$ cat config.mk
export PLATFORM = sky130hd
export DESIGN_NAME = rule_id_merge
export DESIGN_NICKNAME = d
export VERILOG_FILES = /design/src/rtl/rule_id_merge.sv
export SDC_FILE = /design/constraint.sdc
export NUM_CORES = 1
export LEC_CHECK = 0
export ABC_AREA = 1
export ABC_CLOCK_PERIOD_IN_PS = 2800
export CELL_PAD_IN_SITES_DETAIL_PLACEMENT = 0
export CELL_PAD_IN_SITES_GLOBAL_PLACEMENT = 2
export CORE_ASPECT_RATIO = 1.25
export CORE_MARGIN = 4
export CORE_UTILIZATION = 38
export DETAILED_ROUTE_END_ITERATION = 10
export PLACE_DENSITY = 0.79
export REMOVE_ABC_BUFFERS = 1
export SETUP_SLACK_MARGIN = 0.3
export SYNTH_ARGS = -nofsm -noshare
export SYNTH_HDL_FRONTEND = slang
export SYNTH_HIERARCHICAL = 1
export SYNTH_SLANG_ARGS = --single-unit
export TNS_END_PERCENT = 20
$ cat constraint.sdc
create_clock -name clk -period 2.8 [get_ports clk]
set_input_delay 0.56 -clock clk [delete_from_list [all_inputs] [get_ports clk]]
set_output_delay 0.56 -clock clk [all_outputs]
set_load 0.01 [all_outputs]
$ cat src/rtl/rule_id_merge.sv
// rule_id_merge
//   Merges the SIP and DIP prefix-match results of a packet classifier.
//   Each side is buffered in its own FIFO; heads are paired in arrival order,
//   each rule ID set is expanded into a one-hot-per-ID bitmap, the two bitmaps
//   are ANDed (stage 1) and the result is registered together with its
//   highest-priority (lowest) common rule ID (stage 2, the output register).
//
// Ports
//   clk                  rising-edge clock
//   reset                asynchronous active-low reset (0 = in reset)
//   sip_valid/sip_in     SIP rule ID set; slot k = bits [4k:4k+3], bit 4k = valid
//   sip_ready            SIP FIFO not full
//   dip_valid/dip_in     DIP rule ID set, same slot format
//   dip_ready            DIP FIFO not full
//   out_valid/out_ready  result handshake
//   match_found          at least one common rule ID
//   match_id             lowest common rule ID (0 when none)
//   match_bitmap         bit i = rule ID i present in both sets
//   overflow             sticky: an input was offered while its FIFO was full
`timescale 1ns/1ps

module rule_id_fifo #(
    parameter int WIDTH = 32,
    parameter int DEPTH = 4
) (
    input  logic             clk,
    input  logic             reset,
    input  logic             push_i,
    input  logic [WIDTH-1:0] data_i,
    input  logic             pop_i,
    output logic [WIDTH-1:0] data_o,
    output logic             full_o,
    output logic             empty_o
);
    localparam int PTR_W = (DEPTH > 1) ? $clog2(DEPTH) : 1;
    localparam int CNT_W = $clog2(DEPTH + 1);

    logic [WIDTH-1:0] mem_q [DEPTH];
    logic [PTR_W-1:0] wr_ptr_q, wr_ptr_d;
    logic [PTR_W-1:0] rd_ptr_q, rd_ptr_d;
    logic [CNT_W-1:0] count_q, count_d;
    logic             do_push;
    logic             do_pop;

    // Full is taken from registered occupancy, so a push into a full FIFO is
    // dropped even when a pop frees a slot on the same edge.
    assign full_o  = (count_q == CNT_W'(DEPTH));
    assign empty_o = (count_q == '0);
    assign do_push = push_i && !full_o;
    assign do_pop  = pop_i && !empty_o;
    assign data_o  = mem_q[rd_ptr_q];

    // NOTE: every variable driven in always_comb gets a default first so no latch is inferred.
    always_comb begin
        wr_ptr_d = wr_ptr_q;
        rd_ptr_d = rd_ptr_q;
        // Pointers are PTR_W bits wide; with a power-of-2 depth they wrap on their own.
        if (do_push) wr_ptr_d = wr_ptr_q + 1'b1;
        if (do_pop)  rd_ptr_d = rd_ptr_q + 1'b1;
        count_d = count_q + CNT_W'(do_push) - CNT_W'(do_pop);
    end

    // NOTE: storage is deliberately not reset; occupancy guarantees no stale entry is ever read.
    always_ff @(posedge clk) begin
        if (do_push) mem_q[wr_ptr_q] <= data_i;
    end

    // NOTE: sequential state uses non-blocking assignments so all registers update together.
    always_ff @(posedge clk or negedge reset) begin
        if (!reset) begin
            wr_ptr_q <= '0;
            rd_ptr_q <= '0;
            count_q  <= '0;
        end else begin
            wr_ptr_q <= wr_ptr_d;
            rd_ptr_q <= rd_ptr_d;
            count_q  <= count_d;
        end
    end
endmodule

module rule_id_merge #(
    parameter int NUM_RULE_ID   = 8,
    parameter int RULE_ID_WIDTH = 3,
    parameter int FIFO_DEPTH    = 4
) (
    input  logic                                         clk,
    input  logic                                         reset,
    input  logic                                         sip_valid,
    input  logic [0:NUM_RULE_ID*(RULE_ID_WIDTH+1)-1]     sip_in,
    output logic                                         sip_ready,
    input  logic                                         dip_valid,
    input  logic [0:NUM_RULE_ID*(RULE_ID_WIDTH+1)-1]     dip_in,
    output logic                                         dip_ready,
    output logic                                         out_valid,
    input  logic                                         out_ready,
    output logic                                         match_found,
    output logic [0:RULE_ID_WIDTH-1]                     match_id,
    output logic [0:NUM_RULE_ID-1]                       match_bitmap,
    output logic                                         overflow
);
    localparam int SLOT_W = RULE_ID_WIDTH + 1;
    localparam int SET_W  = NUM_RULE_ID * SLOT_W;

    logic [0:SET_W-1]         sip_head, dip_head;
    logic                     sip_full, sip_empty, dip_full, dip_empty;
    logic                     out_advance, s1_advance, pair_pop;

    logic                     s1_valid_q, s1_valid_d;
    logic [0:NUM_RULE_ID-1]   s1_bitmap_q, s1_bitmap_d;
    logic [RULE_ID_WIDTH-1:0] s1_low_id;

    logic                     out_valid_q, out_valid_d;
    logic                     out_found_q, out_found_d;
    logic [RULE_ID_WIDTH-1:0] out_id_q, out_id_d;
    logic [0:NUM_RULE_ID-1]   out_bitmap_q, out_bitmap_d;
    logic                     overflow_q, overflow_d;

    // Expand a rule ID set into a bitmap: each valid slot sets the bit of its
    // ID. Invalid slots contribute nothing; duplicate IDs just set a bit twice.
    function automatic logic [0:NUM_RULE_ID-1] set_bitmap(input logic [0:SET_W-1] set);
        logic [RULE_ID_WIDTH-1:0] id;
        set_bitmap = '0;
        for (int k = 0; k < NUM_RULE_ID; k++) begin
            if (set[k*SLOT_W]) begin
                id = set[k*SLOT_W+1 +: RULE_ID_WIDTH];
                set_bitmap[id] = 1'b1;
            end
        end
    endfunction

    rule_id_fifo #(.WIDTH(SET_W), .DEPTH(FIFO_DEPTH)) u_sip_fifo (
        .clk     (clk),
        .reset   (reset),
        .push_i  (sip_valid),
        .data_i  (sip_in),
        .pop_i   (pair_pop),
        .data_o  (sip_head),
        .full_o  (sip_full),
        .empty_o (sip_empty)
    );

    rule_id_fifo #(.WIDTH(SET_W), .DEPTH(FIFO_DEPTH)) u_dip_fifo (
        .clk     (clk),
        .reset   (reset),
        .push_i  (dip_valid),
        .data_i  (dip_in),
        .pop_i   (pair_pop),
        .data_o  (dip_head),
        .full_o  (dip_full),
        .empty_o (dip_empty)
    );

    // Stage 1 may take a new pair when it is empty or its content moves on
    // into the output register this cycle, giving full throughput.
    assign out_advance = !out_valid_q || out_ready;
    assign s1_advance  = !s1_valid_q || out_advance;
    assign pair_pop    = !sip_empty && !dip_empty && s1_advance;

    // Lowest set index wins: scan downward so the last hit is the smallest.
    always_comb begin
        s1_low_id = '0;
        for (int i = NUM_RULE_ID - 1; i >= 0; i--) begin
            if (s1_bitmap_q[i]) s1_low_id = RULE_ID_WIDTH'(i);
        end
    end

    always_comb begin
        s1_valid_d   = s1_valid_q;
        s1_bitmap_d  = s1_bitmap_q;
        out_valid_d  = out_valid_q;
        out_found_d  = out_found_q;
        out_id_d     = out_id_q;
        out_bitmap_d = out_bitmap_q;
        overflow_d   = overflow_q || (sip_valid && sip_full) || (dip_valid && dip_full);

        if (s1_advance) begin
            s1_valid_d = pair_pop;
            if (pair_pop) s1_bitmap_d = set_bitmap(sip_head) & set_bitmap(dip_head);
        end

        // Result fields only change when a new result loads, so they stay
        // stable for the whole time a stalled result is presented.
        if (out_advance) begin
            out_valid_d = s1_valid_q;
            if (s1_valid_q) begin
                out_bitmap_d = s1_bitmap_q;
                out_found_d  = |s1_bitmap_q;
                out_id_d     = s1_low_id;
            end
        end
    end

    always_ff @(posedge clk or negedge reset) begin
        if (!reset) begin
            s1_valid_q   <= 1'b0;
            s1_bitmap_q  <= '0;
            out_valid_q  <= 1'b0;
            out_found_q  <= 1'b0;
            out_id_q     <= '0;
            out_bitmap_q <= '0;
            overflow_q   <= 1'b0;
        end else begin
            s1_valid_q   <= s1_valid_d;
            s1_bitmap_q  <= s1_bitmap_d;
            out_valid_q  <= out_valid_d;
            out_found_q  <= out_found_d;
            out_id_q     <= out_id_d;
            out_bitmap_q <= out_bitmap_d;
            overflow_q   <= overflow_d;
        end
    end

    assign sip_ready    = !sip_full;
    assign dip_ready    = !dip_full;
    assign out_valid    = out_valid_q;
    assign match_found  = out_found_q;
    assign match_id     = out_id_q;
    assign match_bitmap = out_bitmap_q;
    assign overflow     = overflow_q;
endmodule

==> key figures, run 1 <==
Status
  • Outcome: complete, no violations

Drt
  • Iteration-0 DRC Markers: between 400 and 500
  • Detailed-route wire length: slightly above 30000 µm
  • Via/cell ratio: approximately 4.7
  • DRT Pass-1 Iters: 4
  • DR DRC count: 0
  • Drt wl/cell: 15.5 µm
  • Via Count: 9129
  • DRT antenna net count: 0

Yosys
  • Main area contributors after synthesis: edfxtp_1 58%, nand2_1 9.8%, dfrtp_1 6.9%
  • Ys Warns: 6
  • Seq cells post-synth: 293
  • Post-Syn Instances: 1369
  • Netlist cell types: 28
  • Yosys top cell by area: edfxtp_1
  • Sequential area share after synthesis: ~64%
  • Syn Std Cell Area: 13400 µm²
  • Syn_area_per_cell: 9.76 µm²
  • Post-synth top area share: roughly 58%

Setup path
  • Worst path depth: 5
  • Worst r2r path cells: 14
  • Most frequent cell on the critical path: inv_1
  • CP Max Fanout: 4
  • CP bufs+invs: 3
  • CP Launch Type: register
  • Crit path max-delay cell type: clkdlybuf4s50_1
  • Setup CP Type: register to output port
  • Cell Chain, Critical Path: nor2_1 > nand2_2 > inv_1 > inv_1 > clkdlybuf4s50_1
  • Cell family with most CP delay: buffers and inverters
  • Worst Path Required: roughly 2.2 ns
  • Worst Setup End Kind: output port
  • Slowest stage delay, CP: around 0.47 ns
  • Crit path DAT: approximately 1.8 ns

Placed design
  • DPL Wire Length: approximately 20000 µm
  • Port Buf Inserts: 84
  • GP Congestion: ~0.82

Finish
  • Commonest non-fill, non-tap cell in the layout: nand2_1
  • Filler instances: 3325
  • Share of cells above drive strength 1: under 10%
  • Multi-input combinational cell area: ~3800 µm²
  • Reg area: 8620 µm²
  • Synthesis-to-layout area growth: 19.0%
  • Most frequent cells in the layout: 347 x nand2_1, 256 x edfxtp_1, 208 x nor2_1
  • ANT cells: 0
  • Fin nets: about 1500

Floorplan
  • CORE AREA: 34600 µm²
  • Die W: roughly 180 µm
  • Die height: 218 µm
  • Die Area: approximately 38000 µm²
  • Effective utilization at floorplan: between 30% and 40%
  • Row count: 76
  • Boundary Pins: 85

STA
  • Final slew viol count: 0
  • Unrepaired setup endpoints after global routing: true
  • Worst relative slew slack: 43.8%
  • Min Hold Slack: between 0.1 and 0.15 ns
  • Setup TNS: 0 ns
  • Minimum clock period: roughly 2.4 ns
  • Setup Viol. Count Final: 0
  • Clock skew: between 0.01 and 0.015 ns
  • Worst Tran Pin Value: ~0.84 ns
  • Hold Fails Final Rpt: 0
  • Max Freq: approximately 0.42 GHz
  • Period utilization: between 80 and 90%

GRT
  • First-pass GRT wire length: roughly 48000 µm
  • Initial antenna violation count: 0
  • Vias in the first global route: about 9100
  • Largest net degree at the start of global routing: 99
  • Total gr overflow: 0
  • GRT Resource Usage Total: roughly 16%

Clock tree
  • Clk root buf: clkbuf_16
  • Max Root-Sink Buffers: 3
  • CTS buffer count: 34
  • H-tree levels: 2
  • Sink Count: 293
  • Post-CTS Hold Buffers: 0
  • Clock slew at reported path FFs: roughly 0.050 ns
  • TritonCTS clock tree: built
  • Post-CTS setup buffer count: 0
  • Skew-Pair Late Insertion Delay: approximately 0.5 ns

Power
  • Leakage Power: about 6.6 nW
  • Power per Cell Area: 1130 nW/µm²
  • Peak supply drop: around 0.00050 V

Hold path
  • Worst Hold Class: primary input to asynchronous set/reset pin

Run
  • Maxcap violations: 0
path summary, 6_finish.rpt:
path / start / endpoint / slack (ns)
max: u_dip_fifo/count_q[1]$_DFF_PN0_ / dip_ready / 0.42
min: reset / match_bitmap[2]$_DFFE_PN0P_ / 0.14
min in group clk: s1_bitmap_q[1]$_DFFE_PN0P_ / s1_bitmap_q[1]$_DFFE_PN0P_ / 0.48
min reg2reg: s1_bitmap_q[1]$_DFFE_PN0P_ / s1_bitmap_q[1]$_DFFE_PN0P_ / 0.48
max in group asynchronous: reset / u_sip_fifo/rd_ptr_q[0]$_DFFE_PN0P_ / 2.06
max reg2reg: u_dip_fifo/count_q[1]$_DFF_PN0_ / u_sip_fifo/count_q[2]$_DFF_PN0_ / 0.50
registers in the layout, summed over array words and instances (netlist names):
name	cells
u_sip_fifo/count_q	3
u_dip_fifo/mem_q	128
match_found	1
overflow	1
u_dip_fifo/rd_ptr_q	2
out_valid	1
s1_valid_q	1
match_bitmap	8
match_id	3
u_dip_fifo/wr_ptr_q	2
u_sip_fifo/mem_q	128
s1_bitmap_q	8
u_sip_fifo/rd_ptr_q	2
u_sip_fifo/wr_ptr_q	2
u_dip_fifo/count_q	3
routing by layer:
layer | vias up | wire length [µm] | part of all wire [%] | track usage, %
met4 | 0 | 722 | 2.4 | 4.76
met1 | 4275 | 12200 | 40 | 18.3
li1 | 4707 | - | - | -
met5 | - | 0 | 0 | 0
met2 | 101 | 16500 | 54 | 31.0
met3 | 46 | 916 | 3.0 | 2.51
stage by stage:
step	area, µm²	power (W)	instances	setup WS [ns]	util [%]
final	15900	0.0180	1956	0.423	46.0
after CTS	15900	0.0183	1956	0.373	45.9
after floorplan	13100	0.0112	1323	-0.363	-
after global placement	14800	0.0138	1894	0.192	42.7
after global routing	15900	0.0196	1956	0.272	46.0
after detailed placement	14800	0.0139	1894	0.171	42.7
cells in the mapped netlist, drive strengths merged:
library cell / number
clkbuf: 8
inv: 170
o31ai: 1
nand3b: 2
buf: 38
nor2: 223
ha: 12
a21oi: 2
dfrtp: 37
clkinv: 1
a221o: 1
nor3: 4
nand3: 72
fa: 2
nand2: 350
nand4: 34
edfxtp: 256
o21ai: 155
a31oi: 1
final cells by class:
type / count / share of cell area (%)
tap: 468 / 3.68
clock inverter: 21 / 1.03
inverter: 171 / 4.08
multi-input combinational: 859 / 24.0
timing repair buffer: 103 / 7.10
clock buffer: 41 / 5.92
sequential: 293 / 54.2
where the power goes:
group	internal (W)	total [W]	switching (W)	leakage, nW
logic	0.00231	0.00751	0.00520	3.21
registers	0.00579	0.00614	0.000345	2.81
clock network	0.00259	0.00431	0.00172	0.544
logic make-up after synthesis:
kind of cell,count (synthesis),share of synthesized area (%)
adder cells (fa/ha/maj),14,1.42
buffers and inverters,217,7.12
flip-flops,293,64.5
AO/OA/AOI/OAI,160,6.06
AND/OR/NAND/NOR,685,20.9
repair_timing:
action                                 4_1_cts  5_1_grt
endpoints found under the hold margin        0        0
gates resized for setup                      0        3
setup endpoints to repair                    0        3
Note: power is estimated with default switching activity, not from simulation.
==> inputs of run 2 (changes only) <==
- ABC_CLOCK_PERIOD_IN_PS: 2800 -> 2300
- clock period: 2.8 -> 2.3 ns (I/O delays scaled with it)
==> run 2 against run 1 <==
Cell count is 1.7% higher. Via count up 1.4%. Non-clock buffer count up 35. Critical path type unchanged. Largest power group unchanged.
==> key figures, run 2 (synthesized netlist as in run 1, its figures left out) <==
Status
  • Outcome: complete, no violations

STA
  • Setup Viol. Count Final: 0 (unchanged)
  • Unrepaired setup endpoints after global routing: true
  • Hold Fails Final Rpt: 0 (unchanged)
  • Max Freq: between 0.4 and 0.5 GHz
  • Period utilization: between 80% and 90%
  • Clock skew: 0.00995 ns (-0.00241 ns)
  • Setup TNS: 0 ns (unchanged)
  • Worst relative slew slack: 68.3% (+24 points)
  • Worst Tran Pin Value: 0.476 ns (-0.367 ns)
  • Minimum clock period: about 2.0 ns
  • Final slew viol count: 0 (unchanged)
  • Setup slack after layout: 0.254 ns (-0.169 ns)

Clock tree
  • TritonCTS clock tree: built
  • H-tree levels: 2 (unchanged)
  • Sink Count: 293 (unchanged)
  • Clk root buf: clkbuf_16
  • Clock slew at reported path FFs: 0.06 ns (about the same)
  • CTS buffer count: 34 (unchanged)
  • Max Root-Sink Buffers: 3 (unchanged)
  • Skew-Pair Late Insertion Delay: 0.52 ns (about the same)

Drt
  • Via Count: 9260 (+1.4%)
  • DRT Pass-1 Iters: 4 (unchanged)
  • DRT antenna net count: 0 (unchanged)
  • Iteration-0 DRC Markers: 447 (+6.2%)
  • Detailed-route wire length: 31000 µm (+2.2%)
  • DR DRC count: 0 (unchanged)
  • Drt wl/cell: 15.6 µm (+0.55%)
  • Via/cell ratio: 4.66 (-0.25%)

Power
  • Leakage Power: 6.77 nW (+3.2%)
  • Total power: 0.0231 W (+29%)
  • Peak supply drop: 0.000609 V (+21%)
  • Power per Cell Area: 1410 nW/µm² (+25%)

Floorplan
  • Die W: 176 µm (unchanged)
  • Boundary Pins: 85 (unchanged)
  • Row count: 76 (unchanged)
  • CORE AREA: 34600 µm² (unchanged)
  • Die Area: 38300 µm² (unchanged)
  • Effective utilization at floorplan: 38.6% (unchanged)
  • Die height: 218 µm (unchanged)

Setup path
  • CP Max Fanout: 4 (unchanged)
  • Reg-to-reg startpoint: u_dip_fifo/count_q[1]$_DFF_PN0_
  • CP Launch Type: register
  • Crit path DAT: 1.59 ns (-0.23 ns)
  • Worst Setup End Kind: output port
  • Worst Path Required: 1.84 ns (-0.40 ns)
  • R2R setup slack: 0.26 ns (-0.24 ns)
  • Worst setup path startpoint: u_dip_fifo/count_q[1]$_DFF_PN0_
  • Worst r2r path cells: 14 (unchanged)
  • Reg-to-reg endpoint: u_sip_fifo/count_q[2]$_DFF_PN0_
  • Setup CP Type: register to output port

GRT
  • Largest net degree at the start of global routing: 70 (-29%)
  • Total gr overflow: 0 (unchanged)
  • Vias in the first global route: 8872 (-2.4%)
  • First-pass GRT wire length: 48000 µm (-1.1%)
  • Initial antenna violation count: 0 (unchanged)
  • GRT Resource Usage Total: 16.0% (-0.13 points)

Finish
  • Fin nets: 1580 (+2.3%)
  • ANT cells: 0 (unchanged)
  • Post-route cell area: 16400 µm² (+3.0%)
  • Synthesis-to-layout area growth: 22.6%
  • Most frequent cells in the layout: 335 x nand2_1, 256 x edfxtp_1, 203 x nor2_1
  • Layout Utilization: 47.4% (+1.4 points)
  • Commonest non-fill, non-tap cell in the layout: nand2_1
  • Largest regs: u_dip_fifo/mem_q (128), u_sip_fifo/mem_q (128)
  • Share of cells above drive strength 1: 11.0% (+3.7 points)

Placed design
  • GP Congestion: 0.821 (about the same)
  • DPL Wire Length: 20300 µm (+1.8%)
  • Pre-CTS setup slack: -0.239 ns (-0.410 ns)
  • Post-DP Area: 15000 µm² (+1.3%)
  • Port Buf Inserts: 84 (unchanged)

Hold path
  • Worst Hold Class: primary input to asynchronous set/reset pin

Run
  • Maxcap violations: 0 (unchanged)
## run 2: cell types whose count changed in the layout (fill, tap and decap cells not counted), moves of 5 or more
cell,before,now
o21ai_0,94,88
buf_4,7,33
nor2_2,15,20
nand2_1,347,335
nand2_2,3,13
inv_1,154,148
o21ai_1,61,67
nor2_1,208,203
inv_2,14,20
## run 2: where the power goes
part	total (W)	switching (W)	internal, W
Clock	0.00540	0.00206	0.00334
Combinational	0.0102	0.00667	0.00353
Sequential	0.00748	0.000427	0.00705
## run 2: cell type report
cell class | instances | area [µm²]
multi-input cells | 859 | 3930
flip-flops and latches | 293 | 8620
repair buffers | 138 | 1490
fillers | 3315 | 18200
inverters | 171 | 649
clock inverters | 21 | 230
well taps | 468 | 586
clock buffers | 39 | 891
## run 2: repair_timing
| item | CTS | global route |
|---|---|---|
| cloned | 0 | 2 |
| endpoints found under the hold margin | 19 | 0 |
| buffers inserted | 13 | 1 |
| gates resized for setup | 24 | 23 |
| endpoints found under the setup margin | 6 | 15 |
| hold buffers | 1 | 0 |
| pin swaps | 13 | 6 |
## run 2: metal layers
metal  global-route usage [%]  up-vias  share of wire (%)
met5                        0        -                  0
met4                     4.39        0                2.3
met3                     2.48       48                3.3
met2                     30.9      130                 55
met1                     18.2     4300                 39
li1                         -     4782                  -
## run 2: worst max path at each step
stage / to / cells past startpoint
finish: dip_ready / 5
floorplan: s1_bitmap_q[4]$_DFFE_PN0P_ / 11
global placement: u_sip_fifo/count_q[2]$_DFF_PN0_ / 13
CTS: u_sip_fifo/count_q[2]$_DFF_PN0_ / 14
detailed placement: u_dip_fifo/count_q[2]$_DFF_PN0_ / 13
global route: s1_bitmap_q[4]$_DFFE_PN0P_ / 11
## run 2: through the flow
stage | std cells | hold slack, ns
2_1_floorplan | 1323 | 0.164
3_3_place_gp | 1912 | 0.460
3_5_place_dp | 1912 | 0.455
4_1_cts | 1986 | 0.435
5_1_grt | 1989 | 0.491
6_report | 1989 | 0.450
## run 2: worst max-delay path, stage by stage, from the launching register on
cell,delay [ns]
dfrtp_1,0.39
nor2_2,0.16
nand2_2,0.10
inv_1,0.10
inv_1,0.04
dlygate4sd2_1,0.27
==> inputs of run 3 (changes only) <==
- GPL_TIMING_DRIVEN: default -> 0
- PLACE_DENSITY: 0.79 -> 0.8
- SYNTH_HIERARCHICAL: 1 -> default
==> run 3 against run 2 <==
Synthesized cell count rose by 7.7%. Combinational power rose by 21%. Synthesized area rose by 3.7%. Sequential cell count did not move. Sequential share of layout area fell by 1.8 points. Highest routed layer unchanged. Cell count rose by 5.0%. Count of clock-buffer cells in the layout fell by 3. Sequential power rose by 0.9%. Via count rose by 6.2%. First-iteration DRC count fell by 18%.
==> key figures, run 3 <==
Status
  • Outcome: complete, no violations

Finish
  • Share of cells above drive strength 1: 12.2% (+1.2 points)
  • Most frequent cells in the layout: 625 x nand2_1, 256 x edfxtp_1, 193 x nand3_1
  • ANT cells: 0 (unchanged)
  • Largest regs: u_dip_fifo.mem_q (128), u_sip_fifo.mem_q (128)
  • Layout Utilization: 47.6% (+0.21 points)
  • Fin nets: 1674 (+5.9%)
  • Commonest non-fill, non-tap cell in the layout: nand2_1
  • Final Non-Filler Cells: 2089 (+5.0%)
  • Synthesis-to-layout area growth: 22.6% (about the same)

Clock tree
  • Skew-Pair Late Insertion Delay: 0.56 ns (+0.04 ns)
  • Clk root buf: clkbuf_16
  • CTS buffer count: 30 (-12%)
  • TritonCTS clock tree: built
  • Sink Count: 293 (unchanged)
  • Clock slew at reported path FFs: 0.06 ns (about the same)
  • Max Root-Sink Buffers: 3 (unchanged)
  • H-tree levels: 1 (-1)

GRT
  • First-pass GRT wire length: 53400 µm (+11%)
  • GRT Resource Usage Total: 17.3% (+1.3 points)
  • Total gr overflow: 0 (unchanged)
  • Initial antenna violation count: 0 (unchanged)
  • Vias in the first global route: 10085 (+14%)
  • Largest net degree at the start of global routing: 49 (-30%)

Floorplan
  • Die W: 179 µm (+1.8%)
  • Boundary Pins: 85 (unchanged)
  • Effective utilization at floorplan: 38.8% (+0.17 points)
  • Row count: 77 (+1.3%)
  • Die Area: 39600 µm² (+3.6%)
  • Die height: 222 µm (+1.8%)
  • CORE AREA: 35700 µm² (+3.3%)

STA
  • Hold Fails Final Rpt: 0 (unchanged)
  • Min Hold Slack: 0.0102 ns (-0.440 ns)
  • Clock skew: 0.00918 ns (-0.000772 ns)
  • Worst Tran Pin Value: 0.847 ns (+0.371 ns)
  • Setup Viol. Count Final: 0 (unchanged)
  • Setup slack after layout: 0.284 ns (+0.0302 ns)
  • Unrepaired setup endpoints after global routing: true
  • Period utilization: 87.6% (-1.3 points)
  • Max Freq: 0.496 GHz (+1.5%)
  • Final slew viol count: 0 (unchanged)
  • Worst relative slew slack: 43.5% (-25 points)
  • Minimum clock period: 2.02 ns (-0.0302 ns)

Setup path
  • Worst Setup End Kind: output port
  • Crit path DAT: 1.56 ns (-0.03 ns)
  • CP bufs+invs: 1 (-2)
  • Cell family with most CP delay: buffers and inverters
  • Worst r2r path cells: 9 (-5)
  • CP Max Fanout: 2 (-2)
  • Worst setup path startpoint: match_bitmap[3]$_DFFE_PN0P_
  • Reg-to-reg endpoint: u_dip_fifo.count_q[1]$_DFF_PN0_
  • Reg-to-reg startpoint: u_dip_fifo.count_q[2]$_DFF_PN0_
  • Slowest stage delay, CP: 0.57 ns (+0.18 ns)
  • Crit path max-delay cell type: clkdlybuf4s50_1
  • Worst path depth: 1 (-4)
  • Setup CP Type: register to output port
  • CP Launch Type: register
  • Worst Setup EP: match_bitmap[3]
  • Cell Chain, Critical Path: clkdlybuf4s50_1
  • R2R setup slack: 0.37 ns (+0.11 ns)
  • Worst Path Required: 1.84 ns (about the same)

Drt
  • Iteration-0 DRC Markers: 366 (-18%)
  • Via Count: 9838 (+6.2%)
  • Detailed-route wire length: 35100 µm (+13%)
  • DRT Pass-1 Iters: 5 (+1)
  • DRT antenna net count: 0 (unchanged)
  • Via/cell ratio: 4.71 (+1.2%)
  • DR DRC count: 0 (unchanged)
  • Drt wl/cell: 16.8 µm (+7.7%)

Placed design
  • Cell total after placement: 1990 (+4.1%)
  • Pre-CTS setup slack: -1.25 ns (-1.01 ns)
  • DPL Wire Length: 22200 µm (+9.6%)
  • Port Buf Inserts: 84 (unchanged)
  • GP Congestion: 0.802 (-2.4%)

Power
  • Leakage Power: 7.17 nW (+5.9%)
  • Total power: 0.0247 W (+7.2%)
  • Power per Cell Area: 1450 nW/µm² (+3.3%)
  • Peak supply drop: 0.000715 V (+17%)

Yosys
  • Netlist cell types: 32 (+14%)
  • Synth Area in XOR/XNOR: 0.632% (+0.63 points)
  • Prevailing post-synth register cell: edfxtp_1
  • Sequential area share after synthesis: 62.1% (-2.3 points)
  • Post-synthesis compound-gate area fraction: 1.10% (-5.0 points)
  • Main area contributors after synthesis: edfxtp_1 55%, nand2_1 17%, nand3_1 7.0%
  • Count leader, synth: nand2_1
  • Number of synthesized flops with an enable pin: 256 (unchanged)
  • Adder-Cell Fraction of Synth Area: 1.37% (-0.051 points)
  • Post-synth top area share: 55.5% (-2.1 points)
  • Ys Warns: 0 (-6)
  • Mux contribution to synthesized area: 0% (unchanged)
  • Syn Std Cell Area: 13900 µm² (+3.7%)
  • Simple-Gate Fraction of Synth Area: 28.7% (+7.8 points)
  • Most frequent cells after synthesis: 638 x nand2_1, 256 x edfxtp_1, 194 x nand3_1, 98 x inv_1, 98 x nor2_1
  • Largest family of logic cells by synthesized area: simple AND/OR/NAND/NOR gates
  • Syn_area_per_cell: 9.40 µm² (-3.7%)
  • Async SR Flop Fraction: 12.6% (unchanged)
  • Seq cells post-synth: 293 (unchanged)
  • Post-Syn Instances: 1474 (+7.7%)
  • Yosys top cell by area: edfxtp_1

Run
  • Maxcap violations: 0 (unchanged)

Hold path
  • Worst Hold Class: primary input to asynchronous set/reset pin
-- run 3: changes by cell type after synthesis, moves of 58 or more --
cell / previous run / this run
o21ai_1: 61 / 1
nor2_1: 216 / 98
nand2_1: 348 / 638
inv_1: 156 / 98
o21ai_0: 94 / 11
nand3_1: 71 / 194
-- run 3: area by class of cell --
class / instances / area (µm²)
fill: 3369 / 18700
sequential: 293 / 8630
multi-input combinational: 1019 / 4610
timing repair buffer: 133 / 1560
clock buffer: 36 / 825
tap: 474 / 593
inverter: 108 / 498
clock inverter: 20 / 191
timing repair inverter: 6 / 98.8
-- run 3: metrics by stage --
stage	area, µm²	setup TNS [ns]
2_1_floorplan	13400	-74.78
3_3_place_gp	14900	-547.01
3_5_place_dp	15200	-28.58
4_1_cts	16500	0
5_1_grt	17000	0
6_report	17000	0
-- run 3: timing repair --
| action | 4_1_cts | 5_1_grt |
|---|---|---|
| gates resized for setup | 29 | 62 |
| hold buffers | 0 | 0 |
| cloned | 3 | 7 |
| setup endpoints to repair | 171 | 134 |
| pin swaps | 3 | 13 |
| setup buffers | 16 | 17 |
-- run 3: metal layers --
metal	global-route usage, %	up-vias	part of all wire (%)
met1	19.5	4594	39
met3	2.34	51	3.4
met2	33.6	128	55
li1	-	5065	-
met5	0	-	0
met4	4.01	0	2.1
-- run 3: cell families (layout without fill, tap and decap cells) --
group,after synthesis,in the layout
adder cells (fa/ha/maj),14,14
flip-flops,293,293
buffers and inverters,162,303
AO/OA/AOI/OAI,26,26
AND/OR/NAND/NOR,969,969
XOR/XNOR,10,10
-- run 3: worst min path at each step --
| stage | from | to | slack (ns) | cells after the start |
|---|---|---|---|---|
| floorplan | reset | match_bitmap[0]$_DFFE_PN0P_ | 0.16 | 0 |
| global placement | match_bitmap[2]$_DFFE_PN0P_ | match_bitmap[2]$_DFFE_PN0P_ | 0.47 | 2 |
| detailed placement | s1_bitmap_q[6]$_DFFE_PN0P_ | s1_bitmap_q[6]$_DFFE_PN0P_ | 0.47 | 2 |
| CTS | reset | u_sip_fifo.wr_ptr_q[1]$_DFFE_PN0P_ | 0.01 | 1 |
| global route | reset | u_dip_fifo.wr_ptr_q[1]$_DFFE_PN0P_ | 0.06 | 1 |
| finish | reset | u_dip_fifo.wr_ptr_q[1]$_DFFE_PN0P_ | 0.01 | 1 |
-- run 3: report_power, final --
part | internal [W] | switching [W] | total [W]
clock | 0.00289 | 0.00202 | 0.00491
sequential | 0.00711 | 0.000439 | 0.00755
combinational | 0.00418 | 0.00810 | 0.0123
total | 0.0142 | 0.0106 | 0.0247
